### config.mk
export PLATFORM = sky130hd
export DESIGN_NAME = obstacle_wave_walker
export DESIGN_NICKNAME = d
export VERILOG_FILES = /design/src/rtl/obstacle_wave_walker_pkg.sv /design/src/rtl/lane_lfsr.sv /design/src/rtl/obstacle_wave_walker.sv
export SDC_FILE = /design/constraint.sdc
export NUM_CORES = 1
export LEC_CHECK = 0
export BUFFER_PORTS_ARGS = -buffer_cell sky130_fd_sc_hd__buf_2
export CAP_MARGIN = 25
export CORE_AREA = 2 2 85 87
export DETAILED_ROUTE_END_ITERATION = 10
export DIE_AREA = 0 0 87 89
export GPL_TIMING_DRIVEN = 0
export PLACE_DENSITY = 0.8
export SLEW_MARGIN = 25
export SYNTH_ARGS = -nofsm -noshare
export SYNTH_HDL_FRONTEND = slang
export SYNTH_SLANG_ARGS = --single-unit
### constraint.sdc
create_clock -name clk -period 3.2 [get_ports clk]
set_input_delay 0.8 -clock clk [delete_from_list [all_inputs] [get_ports clk]]
set_output_delay 0.8 -clock clk [all_outputs]
set_load 0.01 [all_outputs]
### src/rtl/obstacle_wave_walker_pkg.sv
// Shared definitions for the obstacle wave walker: lane/track constants, FSM states,
// obstacle record and the per-frame step arithmetic.
package obstacle_wave_walker_pkg;

  localparam logic [9:0] LaneX0  = 10'h0c5;
  localparam logic [9:0] LaneX1  = 10'h117;
  localparam logic [9:0] LaneX2  = 10'h169;
  localparam logic [9:0] YMaxDef = 10'h262;
  localparam logic [9:0] YMidDef = 10'h131;
  localparam logic [3:0] StepDef = 4'd2;

  typedef enum logic [2:0] {
    StIdle,
    StSelect,
    StLoad,
    StRun,
    StDone
  } state_e;

  typedef struct packed {
    logic [9:0] x;
    logic [9:0] y;
    logic       active;
    logic       up;
  } obstacle_t;

  function automatic logic [2:0] lfsr_next(input logic [2:0] l);
    return {l[1:0], l[2] ^ l[1]};
  endfunction

  // Inactive obstacles are returned unchanged so a retired one stays frozen.
  function automatic obstacle_t obstacle_step(input obstacle_t o, input logic [3:0] step,
                                              input logic [9:0] y_max);
    obstacle_t   r;
    logic [10:0] s;
    r = o;
    s = {1'b0, o.y} + {7'b0, step};
    if (o.active) begin
      if (o.up) begin
        if ({1'b0, o.y} <= {7'b0, step}) begin
          r.y      = '0;
          r.active = 1'b0;
        end else begin
          r.y = o.y - {6'b0, step};
        end
      end else begin
        if (s >= {1'b0, y_max}) begin
          r.y      = y_max;
          r.active = 1'b0;
        end else begin
          r.y = s[9:0];
        end
      end
    end
    return r;
  endfunction

  function automatic logic [9:0] abs_diff(input logic [9:0] a, input logic [9:0] b);
    return (a >= b) ? (a - b) : (b - a);
  endfunction

endpackage

### src/rtl/lane_lfsr.sv
// 3-bit Fibonacci LFSR (period 7) used to pick spawn waves; advances only on request.
module lane_lfsr
  import obstacle_wave_walker_pkg::*;
#(
  parameter logic [2:0] SEED = 3'b001
) (
  input  logic       clk,
  input  logic       rst_n,
  input  logic       advance,
  output logic [2:0] value
);

  logic [2:0] value_q;

  always_ff @(posedge clk) begin
    if (!rst_n) begin
      value_q <= SEED;
    end else if (advance) begin
      value_q <= lfsr_next(value_q);
    end
  end

  assign value = value_q;

endmodule

### src/rtl/obstacle_wave_walker.sv
// Picks a spawn wave, latches two obstacles from the position ROM and walks them off the track.
// Optional player collision detection is built when OBSTACLE_HIT_EN is defined.
module obstacle_wave_walker
  import obstacle_wave_walker_pkg::*;
#(
  parameter logic [3:0] STEP      = StepDef,
  parameter logic [9:0] Y_MAX     = YMaxDef,
  parameter logic [9:0] Y_MID     = YMidDef,
  parameter logic [2:0] LFSR_SEED = 3'b001
`ifdef OBSTACLE_HIT_EN
  ,
  parameter logic [9:0] HIT_W     = 10'd32,
  parameter logic [9:0] HIT_H     = 10'd48
`endif
) (
  input  logic       clk,
  input  logic       rst_n,
  input  logic       start,
  input  logic       frame_tick,
  output logic [2:0] rom_index,
  input  logic [9:0] rom_x0,
  input  logic [9:0] rom_y0,
  input  logic [9:0] rom_x1,
  input  logic [9:0] rom_y1,
`ifdef OBSTACLE_HIT_EN
  input  logic [9:0] player_x,
  input  logic [9:0] player_y,
  output logic       hit,
`endif
  output logic [9:0] a_x,
  output logic [9:0] a_y,
  output logic [9:0] b_x,
  output logic [9:0] b_y,
  output logic       a_active,
  output logic       b_active,
  output logic       busy,
  output logic       done
);

  state_e     state_q, state_d;
  logic [2:0] rom_index_q, rom_index_d;
  obstacle_t  obs_a_q, obs_a_d, obs_b_q, obs_b_d;
  logic [2:0] lfsr;
  logic       lfsr_advance;

  lane_lfsr #(
    .SEED(LFSR_SEED)
  ) u_lfsr (
    .clk    (clk),
    .rst_n  (rst_n),
    .advance(lfsr_advance),
    .value  (lfsr)
  );

`ifdef OBSTACLE_HIT_EN
  logic hit_q, hit_d, hit_any;

  // Collision uses pre-step positions so the player sees what was drawn this frame.
  always_comb begin
    hit_any = (obs_a_q.active && (abs_diff(obs_a_q.x, player_x) < HIT_W) &&
               (abs_diff(obs_a_q.y, player_y) < HIT_H)) ||
              (obs_b_q.active && (abs_diff(obs_b_q.x, player_x) < HIT_W) &&
               (abs_diff(obs_b_q.y, player_y) < HIT_H));
  end
`endif

  always_comb begin
    state_d      = state_q;
    rom_index_d  = rom_index_q;
    obs_a_d      = obs_a_q;
    obs_b_d      = obs_b_q;
    lfsr_advance = 1'b0;
`ifdef OBSTACLE_HIT_EN
    hit_d        = 1'b0;
`endif
    unique case (state_q)
      StIdle: begin
        if (start) begin
          lfsr_advance = 1'b1;
          state_d      = StSelect;
        end
      end
      StSelect: begin
        // Value 7 has no ROM entry; re-roll until a usable index appears.
        if (lfsr == 3'd7) begin
          lfsr_advance = 1'b1;
        end else begin
          rom_index_d = lfsr - 3'd1;
          state_d     = StLoad;
        end
      end
      StLoad: begin
        obs_a_d = '{x: rom_x0, y: rom_y0, active: 1'b1, up: (rom_y0 >= Y_MID)};
        obs_b_d = '{x: rom_x1, y: rom_y1, active: 1'b1, up: (rom_y1 >= Y_MID)};
        state_d = StRun;
      end
      StRun: begin
        if (!obs_a_q.active && !obs_b_q.active) begin
          state_d = StDone;
        end else if (frame_tick) begin
`ifdef OBSTACLE_HIT_EN
          if (hit_any) begin
            hit_d          = 1'b1;
            obs_a_d.active = 1'b0;
            obs_b_d.active = 1'b0;
            state_d        = StDone;
          end else
`endif
          begin
            obs_a_d = obstacle_step(obs_a_q, STEP, Y_MAX);
            obs_b_d = obstacle_step(obs_b_q, STEP, Y_MAX);
          end
        end
      end
      StDone: begin
        state_d = StIdle;
      end
      default: begin
        state_d = StIdle;
      end
    endcase
  end

  always_ff @(posedge clk) begin
    if (!rst_n) begin
      state_q     <= StIdle;
      rom_index_q <= '0;
      obs_a_q     <= '0;
      obs_b_q     <= '0;
`ifdef OBSTACLE_HIT_EN
      hit_q       <= 1'b0;
`endif
    end else begin
      state_q     <= state_d;
      rom_index_q <= rom_index_d;
      obs_a_q     <= obs_a_d;
      obs_b_q     <= obs_b_d;
`ifdef OBSTACLE_HIT_EN
      hit_q       <= hit_d;
`endif
    end
  end

  assign rom_index = rom_index_q;
  assign a_x       = obs_a_q.x;
  assign a_y       = obs_a_q.y;
  assign b_x       = obs_b_q.x;
  assign b_y       = obs_b_q.y;
  assign a_active  = obs_a_q.active;
  assign b_active  = obs_b_q.active;
  assign busy      = (state_q != StIdle);
  assign done      = (state_q == StDone);
`ifdef OBSTACLE_HIT_EN
  assign hit       = hit_q;
`endif

endmodule

==> results.ini, run 1 <==
[logic_synthesis]
yosysMostFrequentCell=sky130_fd_sc_hd__nand2_1
yosys_warnings=0
ys_ff_latch=53
synthesized_instance_count=491
cell_area_synth_um2=3590
synth_edf_count=0
sequential_fraction_of_the_synthesis_area=0.295
synth_cell_types=58
ffs_w_async_s_r_synth=0
synth.avg_cell_area_um2=7.32
netlist_top_cells_area=sky130_fd_sc_hd__dfxtp_1, sky130_fd_sc_hd__buf_4, sky130_fd_sc_hd__nand2_1, sky130_fd_sc_hd__a21oi_1, sky130_fd_sc_hd__nor2_1
synth.largest_area_cell=sky130_fd_sc_hd__dfxtp_1
syn-num-nets=543
synth_common_cells=sky130_fd_sc_hd__nand2_1, sky130_fd_sc_hd__a21oi_1, sky130_fd_sc_hd__dfxtp_1
synth_top_area_frac=0.295
ys_dominant_reg_cell=sky130_fd_sc_hd__dfxtp_1

[drt]
routed_wirelength_um=10100
via_per_inst=5.84
drt_first_pass_iters=5
drcViolationCount=0
wire_per_inst_um=15.1
antenna_left=0
vias=3901
first_iter_violations=236

[global_route]
gr-usage-all-layers=0.252
grt_first_pass_wirelength_um=15700
grt_antenna_before_repair=0
grt_pass1_vias=3363
grt_start_max_net_pins=17
gr-total-overflow=0

[floorplanning]
top_ports=91
start_util=0.535
placementRows=30
chipHeight_um=89
die-area_um2=7740
placeableCoreArea_um2=6720
fp.dieW_um=87

[worst_setup_path]
cpPeakStageDelay_ps=610
critical-path-top-delay-family=simple AND/OR/NAND/NOR gates
crit_fanout=10
cpMaxStageDelayCell=sky130_fd_sc_hd__nor4_2
crit_buf_inv=1
crit_path_cell_trace=ha_1 > clkbuf_1 > nand3_1 > xnor2_1 > a31oi_1 > nor4_2 > a2111oi_0 > a311o_1
worst-endpoint-required_ps=3410
worst-endpoint-arrival_ps=3080
critPathLaunchType=flip-flop
timing.critical_path.to_type=flip-flop
worstSetupPathType=flip-flop to flip-flop

[timing]
rsz0062_at_grt=false
final.setup.tns_ps=0
timing_worst_slew_pin_value_ps=843
finalHoldViolations=0
drv_slew=0
slew_margin_rel=0.438
timing.final.crit_period_ps=2870
final.period_utilization=0.896
final-setup-viol-count=0
skew_final_ps=14.2
achievable-frequency_mhz=349

[clocking]
cts_tree=done
cts.clk_slew.worst_paths_ps=110
post-cts-setup-buffer-count=0
cts_inserted_buffers=5
cts.repair.resized=0
clock_sinks=53
h-tree-depth=2
clk_latency_ps=310
cts_buffer_depth=2
cts.root.buffer_cell=sky130_fd_sc_hd__clkbuf_8
holdBufCountCts=0

[finish]
design.final.nets=639
area_delta_synth_final_pct=18.3
antenna_cells_inserted=0
post_route_cells_drive_above_1_share=0.267
summed_area_of_non_filler_cells_in_the_final_layout_um2=4250

[placement]
port_buffers=89
detailed_place_hpwl_um=7590
postPlaceCellArea_um2=4140
gp_congestion=0.957

[power_and_ir_drop]
p_clk_frac=0.270
power.total_w=0.00176
net-switching-power_w=0.000592
seqPwrFrac=0.432
power.combinational.fraction=0.298
cellInternalPower_w=0.00117
total_leakage_power_nw=1.91
swShare=0.336
pwr_density_cell_nw_per_um2=415
irDropWorstVdd_uv=257

[hold_path]
min-delay-path-class=flip-flop to flip-flop

[outcome]
result_of_the_run=complete, no violations

[run]
max_cap_viol_count=0

[final timing paths]
check                           cells after the start  slack [ps]    from      to
worst max-delay path                                8         330  a_y[1]  a_y[7]
worst min-delay path                                2         460  a_x[5]  a_x[5]
worst max register to register                      8         330  a_y[1]  a_y[7]
worst min register to register                      2         460  a_x[5]  a_x[5]
[kinds of logic after synthesis]
group | synth area share
and+or+nand+nor | 0.250
AOI/OAI and AO/OA | 0.228
buffers and inverters | 0.140
DFF | 0.295
xor gates and xnor gates | 0.0414
adders and majority gates | 0.0278
muxes | 0.0174
[power groups by stage]
| stage | logic [W] | registers, W | clock network, W |
|---|---|---|---|
| 2_1_floorplan | 0.000364 | 0.000769 | 0 |
| 3_3_place_gp | 0.000507 | 0.000775 | 0 |
| 3_5_place_dp | 0.000517 | 0.000777 | 0 |
| 4_1_cts | 0.000520 | 0.000761 | 0.000481 |
| 5_1_grt | 0.000574 | 0.000771 | 0.000501 |
| 6_report | 0.000525 | 0.000762 | 0.000475 |
[area by class of cell]
cell class | count | area, um^2
buffer | 72 | 440
clock buffer | 6 | 72.6
clock inverter | 2 | 38.8
fill | 627 | 2470
inverter | 17 | 63.8
multi-input combinational | 349 | 2030
sequential | 53 | 1060
tap | 80 | 100
timing repair buffer | 89 | 445
[worst register-to-register path, stage by stage, from the launching register on]
cell                        delay [ps]
sky130_fd_sc_hd__dfxtp_1           560
sky130_fd_sc_hd__ha_1              220
sky130_fd_sc_hd__clkbuf_1          310
sky130_fd_sc_hd__nand3_1           160
sky130_fd_sc_hd__xnor2_1           220
sky130_fd_sc_hd__a31oi_1           190
sky130_fd_sc_hd__nor4_2            610
sky130_fd_sc_hd__a2111oi_0         150
sky130_fd_sc_hd__a311o_1           340
[sequential cells by signal (all words and copies together), names as in the netlist]
name          cells
a_active          1
a_x              10
a_y              10
b_active          1
b_x              10
b_y              10
obs_a_q           1
obs_b_q           1
rom_index         3
state_q           3
u_lfsr.value      3
[per-stage QoR]
step | hold slack [ps] | cells | utilization | setup WS, ps
after detailed placement | 447 | 660 | 0.616 | 398
after CTS | 461 | 668 | 0.633 | 372
after floorplan | 437 | 491 | - | 918
after global placement | 443 | 660 | 0.616 | 496
after global routing | 472 | 668 | 0.633 | 213
final | 459 | 668 | 0.633 | 333
[cells in the final DEF, fill, tap and decap left out, types with 4 or more instances in the layout]
cell type | netlist | final
sky130_fd_sc_hd__o21ai_0 | 21 | 21
sky130_fd_sc_hd__nand4_1 | 6 | 6
sky130_fd_sc_hd__xor2_1 | 9 | 9
sky130_fd_sc_hd__clkbuf_8 | 0 | 5
sky130_fd_sc_hd__buf_4 | 41 | 41
sky130_fd_sc_hd__nor3_1 | 6 | 6
sky130_fd_sc_hd__a311o_1 | 4 | 4
sky130_fd_sc_hd__a32oi_1 | 4 | 4
sky130_fd_sc_hd__inv_1 | 17 | 17
sky130_fd_sc_hd__clkbuf_1 | 22 | 23
sky130_fd_sc_hd__or3_1 | 4 | 4
sky130_fd_sc_hd__buf_2 | 7 | 96
sky130_fd_sc_hd__nand3_1 | 23 | 23
sky130_fd_sc_hd__nor2_1 | 34 | 34
sky130_fd_sc_hd__ha_1 | 8 | 8
sky130_fd_sc_hd__mux2i_1 | 4 | 4
sky130_fd_sc_hd__xnor2_1 | 8 | 8
sky130_fd_sc_hd__and3_1 | 7 | 7
sky130_fd_sc_hd__nand2b_1 | 5 | 5
sky130_fd_sc_hd__nand2_1 | 82 | 82
sky130_fd_sc_hd__o221ai_1 | 4 | 4
sky130_fd_sc_hd__dfxtp_1 | 53 | 53
sky130_fd_sc_hd__a21oi_1 | 54 | 54
sky130_fd_sc_hd__o211ai_1 | 6 | 6
sky130_fd_sc_hd__a211oi_1 | 4 | 4
[per-layer routing]
metal	global-route usage	share of wire	wire length (um)	vias to the layer above
met5	0	0	0	-
met3	0.0360	0.079	802	28
met4	0.101	0.028	278	0
met1	0.325	0.41	4140	1784
met2	0.425	0.48	4870	200
li1	-	-	-	1889
(Power assumes the default switching activity.)
==> run 2: changes to the inputs <==
--- a/config.mk
+++ b/config.mk
@@ -7,11 +7,11 @@
 export LEC_CHECK = 0
 export BUFFER_PORTS_ARGS = -buffer_cell sky130_fd_sc_hd__buf_2
 export CAP_MARGIN = 25
-export CORE_AREA = 2 2 85 87
+export CORE_AREA = 2 2 123 125
 export DETAILED_ROUTE_END_ITERATION = 10
-export DIE_AREA = 0 0 87 89
+export DIE_AREA = 0 0 125 127
 export GPL_TIMING_DRIVEN = 0
-export PLACE_DENSITY = 0.8
+export PLACE_DENSITY = 0.44
 export SLEW_MARGIN = 25
 export SYNTH_ARGS = -nofsm -noshare
 export SYNTH_HDL_FRONTEND = slang
==> run 2 against run 1 <==
  * Utilization down 33 points
  * Clock skew down 5.1 ps
  * Die area up 110%
  * Total power up 5.6%
  * Non-clock buffer count unchanged
  * Via count down 3.5%
  * First-iteration DRC count up 26%
==> results.ini, run 2 (synthesized netlist as in run 1, its figures left out) <==
[timing]
rsz0062_at_grt=false
skew_final_ps=9.06  ; -5.15 ps
timing.final.crit_period_ps=2810  ; -60.9 ps
final.period_utilization=0.877  ; -0.0190
timing_worst_slew_pin_value_ps=950  ; +107 ps
finalHoldViolations=0  ; unchanged
hold_slack_ps=454  ; -4.67 ps
drv_slew=0  ; unchanged
final.setup.tns_ps=0  ; unchanged
slew_margin_rel=0.367  ; -0.0716
final-setup-viol-count=0  ; unchanged
achievable-frequency_mhz=356  ; +2.2%

[power_and_ir_drop]
total_leakage_power_nw=1.92  ; +0.78%
pwr_density_cell_nw_per_um2=421  ; +1.7%
irDropWorstVdd_uv=185  ; -28%

[placement]
gp_congestion=0.868  ; -9.3%
detailed_place_hpwl_um=8990  ; +18%
port_buffers=89  ; unchanged

[finish]
antenna_cells_inserted=0  ; unchanged
layout.cells.most_common=sky130_fd_sc_hd__buf_2
design.final.nets=639  ; unchanged
area_delta_synth_final_pct=22.9
final_cell_mix=sky130_fd_sc_hd__buf_2, sky130_fd_sc_hd__nand2_1, sky130_fd_sc_hd__a21oi_1, sky130_fd_sc_hd__dfxtp_1, sky130_fd_sc_hd__buf_4
post_route_cells_drive_above_1_share=0.269  ; +0.00170

[floorplanning]
die-area_um2=15900  ; +110%
chipHeight_um=127  ; +43%
start_util=0.249  ; -0.286
placementRows=44  ; +47%
fp.dieW_um=125  ; +44%
top_ports=91  ; unchanged
placeableCoreArea_um2=14400  ; +110%

[clocking]
cts.clk_slew.worst_paths_ps=80  ; -30 ps
holdBufCountCts=0  ; unchanged
clk_latency_ps=300  ; about the same
cts.root.buffer_cell=sky130_fd_sc_hd__clkbuf_16
post-cts-setup-buffer-count=0  ; unchanged
cts_buffer_depth=2  ; unchanged
h-tree-depth=2  ; unchanged
cts_tree=done
clock_sinks=53  ; unchanged
cts_inserted_buffers=5  ; unchanged
cts.repair.resized=0  ; unchanged

[drt]
drcViolationCount=0  ; unchanged
routed_wirelength_um=11800  ; +17%
vias=3764  ; -3.5%
first_iter_violations=298  ; +26%
drt_first_pass_iters=4  ; -1
antenna_left=0  ; unchanged
via_per_inst=4.88  ; -17%
wire_per_inst_um=15.2  ; +0.86%

[worst_setup_path]
worstSetupPathType=flip-flop to flip-flop
critPathLaunchType=flip-flop
critPathLaunch=a_y[2]
launching_point_of_the_worst_reg2reg_path=a_y[2]
timing.critical_path.to_type=flip-flop
crit_fanout=9  ; -1
worst-endpoint-required_ps=3390  ; -20 ps
worst-endpoint-arrival_ps=3000  ; -80 ps

[global_route]
grtUsageMet1=0.189  ; -0.135
gr-total-overflow=0  ; unchanged
grt_start_max_net_pins=18  ; +1
grt_most_used_layer=met2
grt_antenna_before_repair=0  ; unchanged
gr-usage-all-layers=0.147  ; -0.104
grt_pass1_vias=3696  ; +9.9%
grt_first_pass_wirelength_um=19000  ; +21%
grt_met3_usage=0.0281  ; -0.00795
use_met2=0.253  ; -0.172

[hold_path]
min-delay-path-class=flip-flop to flip-flop
worst_hold_startpoint=b_x[8]

[run]
max_cap_viol_count=0  ; unchanged

[outcome]
result_of_the_run=complete, no violations

run 2: report_power, final:
part | total [W] | internal, W | switching [W]
registers | 0.000766 | 0.000711 | 0.0000542
logic | 0.000531 | 0.000223 | 0.000308
clock network | 0.000565 | 0.000293 | 0.000272
run 2: final cells by class:
class                           count  area (um^2)
Buffer                             72          440
Clock buffer                        5          125
Clock inverter                      3         21.3
Fill cell                        1680        10000
Inverter                           17         63.8
Multi-Input combinational cell    349         2030
Sequential cell                    53         1060
Tap cell                          184          230
Timing Repair Buffer               89          445
run 2: layer usage:
layer	up-vias	routed length, um
met4	0	179
met5	-	0
met1	1789	5400
met2	77	5600
li1	1886	-
met3	12	575
run 2: final timing paths:
path	slack, ps	depth (start not counted)	end
worst max-delay path	390	8	a_y[7]
worst min-delay path	450	2	b_x[8]
worst max register to register	390	8	a_y[7]
worst min register to register	450	2	b_x[8]
run 2: stage by stage:
| stage | utilization | cell area [um^2] | instances | power [W] | setup WS [ps] |
|---|---|---|---|---|---|
| 2_1_floorplan | - | 3590 | 491 | 0.00113 | 918 |
| 3_3_place_gp | 0.296 | 4270 | 764 | 0.00131 | 351 |
| 3_5_place_dp | 0.296 | 4270 | 764 | 0.00131 | 377 |
| 4_1_cts | 0.306 | 4420 | 772 | 0.00189 | 360 |
| 5_1_grt | 0.306 | 4420 | 772 | 0.00198 | 206 |
| 6_report | 0.306 | 4420 | 772 | 0.00186 | 394 |
run 2: worst max-delay path, cell delays in order (launching register included):
cell                        delay (ps)
sky130_fd_sc_hd__dfxtp_1           570
sky130_fd_sc_hd__ha_1              220
sky130_fd_sc_hd__clkbuf_1          310
sky130_fd_sc_hd__nand3_1           140
sky130_fd_sc_hd__xnor2_1           200
sky130_fd_sc_hd__a31oi_1           180
sky130_fd_sc_hd__nor4_2            580
sky130_fd_sc_hd__a2111oi_0         150
sky130_fd_sc_hd__a311o_1           340
==> run 3: changes to the inputs <==
--- a/config.mk
+++ b/config.mk
@@ -7,12 +7,14 @@
 export LEC_CHECK = 0
 export BUFFER_PORTS_ARGS = -buffer_cell sky130_fd_sc_hd__buf_2
 export CAP_MARGIN = 25
-export CORE_AREA = 2 2 123 125
+export CORE_AREA = 2 2 85 87
+export CTS_BUF_LIST = sky130_fd_sc_hd__clkbuf_2
 export DETAILED_ROUTE_END_ITERATION = 10
-export DIE_AREA = 0 0 125 127
+export DIE_AREA = 0 0 87 89
 export GPL_TIMING_DRIVEN = 0
-export PLACE_DENSITY = 0.44
+export PLACE_DENSITY = 0.83
 export SLEW_MARGIN = 25
 export SYNTH_ARGS = -nofsm -noshare
 export SYNTH_HDL_FRONTEND = slang
+export SYNTH_HIERARCHICAL = 1
 export SYNTH_SLANG_ARGS = --single-unit
==> run 3 against run 2 <==
  * Sequential power is 3.1% higher
  * Worst hold slack better by 19 ps
  * Clock-buffer cell count increased by 1
  * Critical path type is now flip-flop to output pin
  * Global-route usage increased by 12 points
==> results.ini, run 3 <==
[worst_setup_path]
crit-reg2reg-capture=b_y[2]
r2r_slack_ps=710  ; +320 ps
worstSetupPathType=flip-flop to output pin
critPathLaunch=state_q[0]
crit_fanout=10  ; +1
launching_point_of_the_worst_reg2reg_path=b_y[1]
critPathCapture=done
worst-endpoint-required_ps=2400  ; -990 ps
worst-endpoint-arrival_ps=1790  ; -1210 ps
critPathLaunchType=flip-flop
timing.critical_path.to_type=output pin
worstRegToRegCells=9  ; +1

[clocking]
clock_sinks=53  ; unchanged
cts_tree=done
cts.clk_slew.worst_paths_ps=270  ; +190 ps
cts_buffer_depth=2  ; unchanged
clk_latency_ps=460  ; +160 ps
holdBufCountCts=0  ; unchanged
h-tree-depth=2  ; unchanged
cts.root.buffer_cell=sky130_fd_sc_hd__clkbuf_2
cts_inserted_buffers=5  ; unchanged
cts.repair.resized=0  ; unchanged
post-cts-setup-buffer-count=0  ; unchanged

[finish]
antenna_cells_inserted=0  ; unchanged
design.final.nets=642  ; +0.47%
seqCellArea_um2=1060  ; unchanged
post_route_cells_drive_above_1_share=0.284  ; +0.0156
layout.cells.most_common=sky130_fd_sc_hd__buf_2
area_delta_synth_final_pct=16.6
nFillCells=615  ; -63%
multi_input_area_um2=2170  ; +7.0%
final_cell_mix=sky130_fd_sc_hd__buf_2, sky130_fd_sc_hd__nand2_1, sky130_fd_sc_hd__dfxtp_1, sky130_fd_sc_hd__a21oi_1, sky130_fd_sc_hd__buf_4

[power_and_ir_drop]
total_leakage_power_nw=1.88  ; -2.0%
power.combinational.fraction=0.366  ; +0.081
p_clk_frac=0.203  ; -0.100
seqPwrFrac=0.431  ; +0.020
swShare=0.373  ; +0.0323
power.total_w=0.00183  ; -1.5%
irDropWorstVdd_uv=211  ; +14%
net-switching-power_w=0.000683  ; +7.8%
cellInternalPower_w=0.00115  ; -6.4%
pwr_density_cell_nw_per_um2=421  ; -0.15%

[placement]
port_buffers=90  ; +1.1%
gp_congestion=0.957  ; +10%
detailed_place_hpwl_um=7760  ; -14%

[logic_synthesis]
synthesized_instance_count=493  ; +0.41%
ffs_w_async_s_r_synth=0  ; unchanged
ys_ff_latch=53  ; unchanged
synth_cell_types=74  ; +28%
yosysMostFrequentCell=sky130_fd_sc_hd__nand2_1
netlist_top_cells_area=sky130_fd_sc_hd__dfxtp_1, sky130_fd_sc_hd__buf_4, sky130_fd_sc_hd__a21oi_1, sky130_fd_sc_hd__nand2_1, sky130_fd_sc_hd__nand3_1
synth.largest_area_cell=sky130_fd_sc_hd__dfxtp_1
cell_area_synth_um2=3740  ; +3.9%
syn-num-nets=545  ; +0.37%
synth.avg_cell_area_um2=7.58  ; +3.5%
sequential_fraction_of_the_synthesis_area=0.284  ; -0.0112
yosys_warnings=6  ; +6
synth_common_cells=sky130_fd_sc_hd__nand2_1, sky130_fd_sc_hd__dfxtp_1, sky130_fd_sc_hd__a21oi_1
ys_dominant_reg_cell=sky130_fd_sc_hd__dfxtp_1
synth_top_area_frac=0.284  ; -0.0112
synth_edf_count=0  ; unchanged

[floorplanning]
start_util=0.556  ; +0.307
fp.dieW_um=87  ; -30%
die-area_um2=7740  ; -51%
top_ports=91  ; unchanged
chipHeight_um=89  ; -30%
placementRows=30  ; -32%
placeableCoreArea_um2=6720  ; -53%

[timing]
drv_slew=0  ; unchanged
rsz0062_at_grt=false
final.setup.tns_ps=0  ; unchanged
achievable-frequency_mhz=386  ; +8.3%
skew_final_ps=21.8  ; +12.7 ps
timing.final.crit_period_ps=2590  ; -214 ps
final-setup-viol-count=0  ; unchanged
slew_margin_rel=0.590  ; +0.223
finalHoldViolations=0  ; unchanged
timing_worst_slew_pin_value_ps=610  ; -340 ps
final.period_utilization=0.810  ; -0.0670

[drt]
vias=3936  ; +4.6%
drt_first_pass_iters=5  ; +1
via_per_inst=5.87  ; +20%
routed_wirelength_um=10400  ; -11%
wire_per_inst_um=15.5  ; +1.9%
antenna_left=0  ; unchanged
first_iter_violations=233  ; -22%
drcViolationCount=0  ; unchanged

[run]
max_cap_viol_count=0  ; unchanged

[global_route]
grt_pass1_vias=3471  ; -6.1%
grt_antenna_before_repair=0  ; unchanged
grt_start_max_net_pins=17  ; -1
gr-total-overflow=0  ; unchanged
gr-usage-all-layers=0.268  ; +0.121
grt_first_pass_wirelength_um=16600  ; -13%

[hold_path]
min-delay-path-class=flip-flop to flip-flop

[outcome]
result_of_the_run=complete, no violations

-- run 3: cell count changes in the layout (fill, tap and decap cells not counted), moves of 6 or more --
cell	previous run	this run
sky130_fd_sc_hd__a31oi_1	3	15
sky130_fd_sc_hd__nand2_1	82	68
sky130_fd_sc_hd__and2_1	1	7
sky130_fd_sc_hd__nor2_1	34	27
sky130_fd_sc_hd__clkbuf_2	0	7
sky130_fd_sc_hd__nor3_1	6	18
-- run 3: power groups by stage --
stage / clock network [W] / registers [W] / logic, W
2_1_floorplan: 0 / 0.000784 / 0.000481
3_3_place_gp: 0 / 0.000799 / 0.000653
3_5_place_dp: 0 / 0.000801 / 0.000659
4_1_cts: 0.000373 / 0.000788 / 0.000662
5_1_grt: 0.000401 / 0.000799 / 0.000741
6_report: 0.000371 / 0.000790 / 0.000671
-- run 3: cell families after synthesis --
family                   Yosys count  synth area share
AO/OA/AOI/OAI                    135             0.243
XOR/XNOR                          17            0.0399
adder cells (fa/ha/maj)            8            0.0268
buffers and inverters             85             0.135
flip-flops                        53             0.284
multiplexers                       4            0.0107
AND/OR/NAND/NOR                  191             0.261
-- run 3: critical path, stage by stage, from the launching register on --
cell	delay (ps)
sky130_fd_sc_hd__dfxtp_1	380
sky130_fd_sc_hd__clkbuf_2	180
sky130_fd_sc_hd__clkbuf_1	400
sky130_fd_sc_hd__nor2_1	100
sky130_fd_sc_hd__and2_1	170
sky130_fd_sc_hd__buf_2	140
-- run 3: final cells by class --
cell class / count / share of cell area
plain buffers: 73 / 0.105
clock buffers: 6 / 0.00689
clock inverters: 2 / 0.00891
inverters: 12 / 0.0103
multi-input cells: 355 / 0.499
flip-flops and latches: 53 / 0.244
well taps: 80 / 0.0230
repair buffers: 90 / 0.103
-- run 3: worst min path at each step --
stage	startpoint	endpoint	slack, ps	depth (start not counted)
floorplan	a_x[0]	a_x[0]	440	2
global placement	b_x[7]	b_x[7]	440	2
detailed placement	a_x[4]	a_x[4]	450	2
CTS	b_x[6]	b_x[6]	480	2
global route	rom_x1[7]	b_x[7]	490	3
finish	a_x[4]	a_x[4]	470	2
-- run 3: routing by layer --
| metal | global-route usage | up-vias | wire length [um] |
|---|---|---|---|
| met5 | 0 | - | 0 |
| met4 | 0.0866 | 0 | 273 |
| met3 | 0.0462 | 26 | 958 |
| met2 | 0.413 | 189 | 4530 |
| met1 | 0.382 | 1807 | 4660 |
| li1 | - | 1914 | - |
-- run 3: through the flow --
stage / instances / area [um^2] / hold WS, ps / utilization / worst slack [ps]
6_report: 671 / 4360 / 473 / 0.648 / 609
5_1_grt: 671 / 4360 / 486 / 0.648 / 493
4_1_cts: 671 / 4360 / 477 / 0.648 / 630
3_5_place_dp: 663 / 4290 / 449 / 0.638 / 779
3_3_place_gp: 663 / 4290 / 442 / 0.638 / 811
2_1_floorplan: 493 / 3740 / 437 / - / 1040
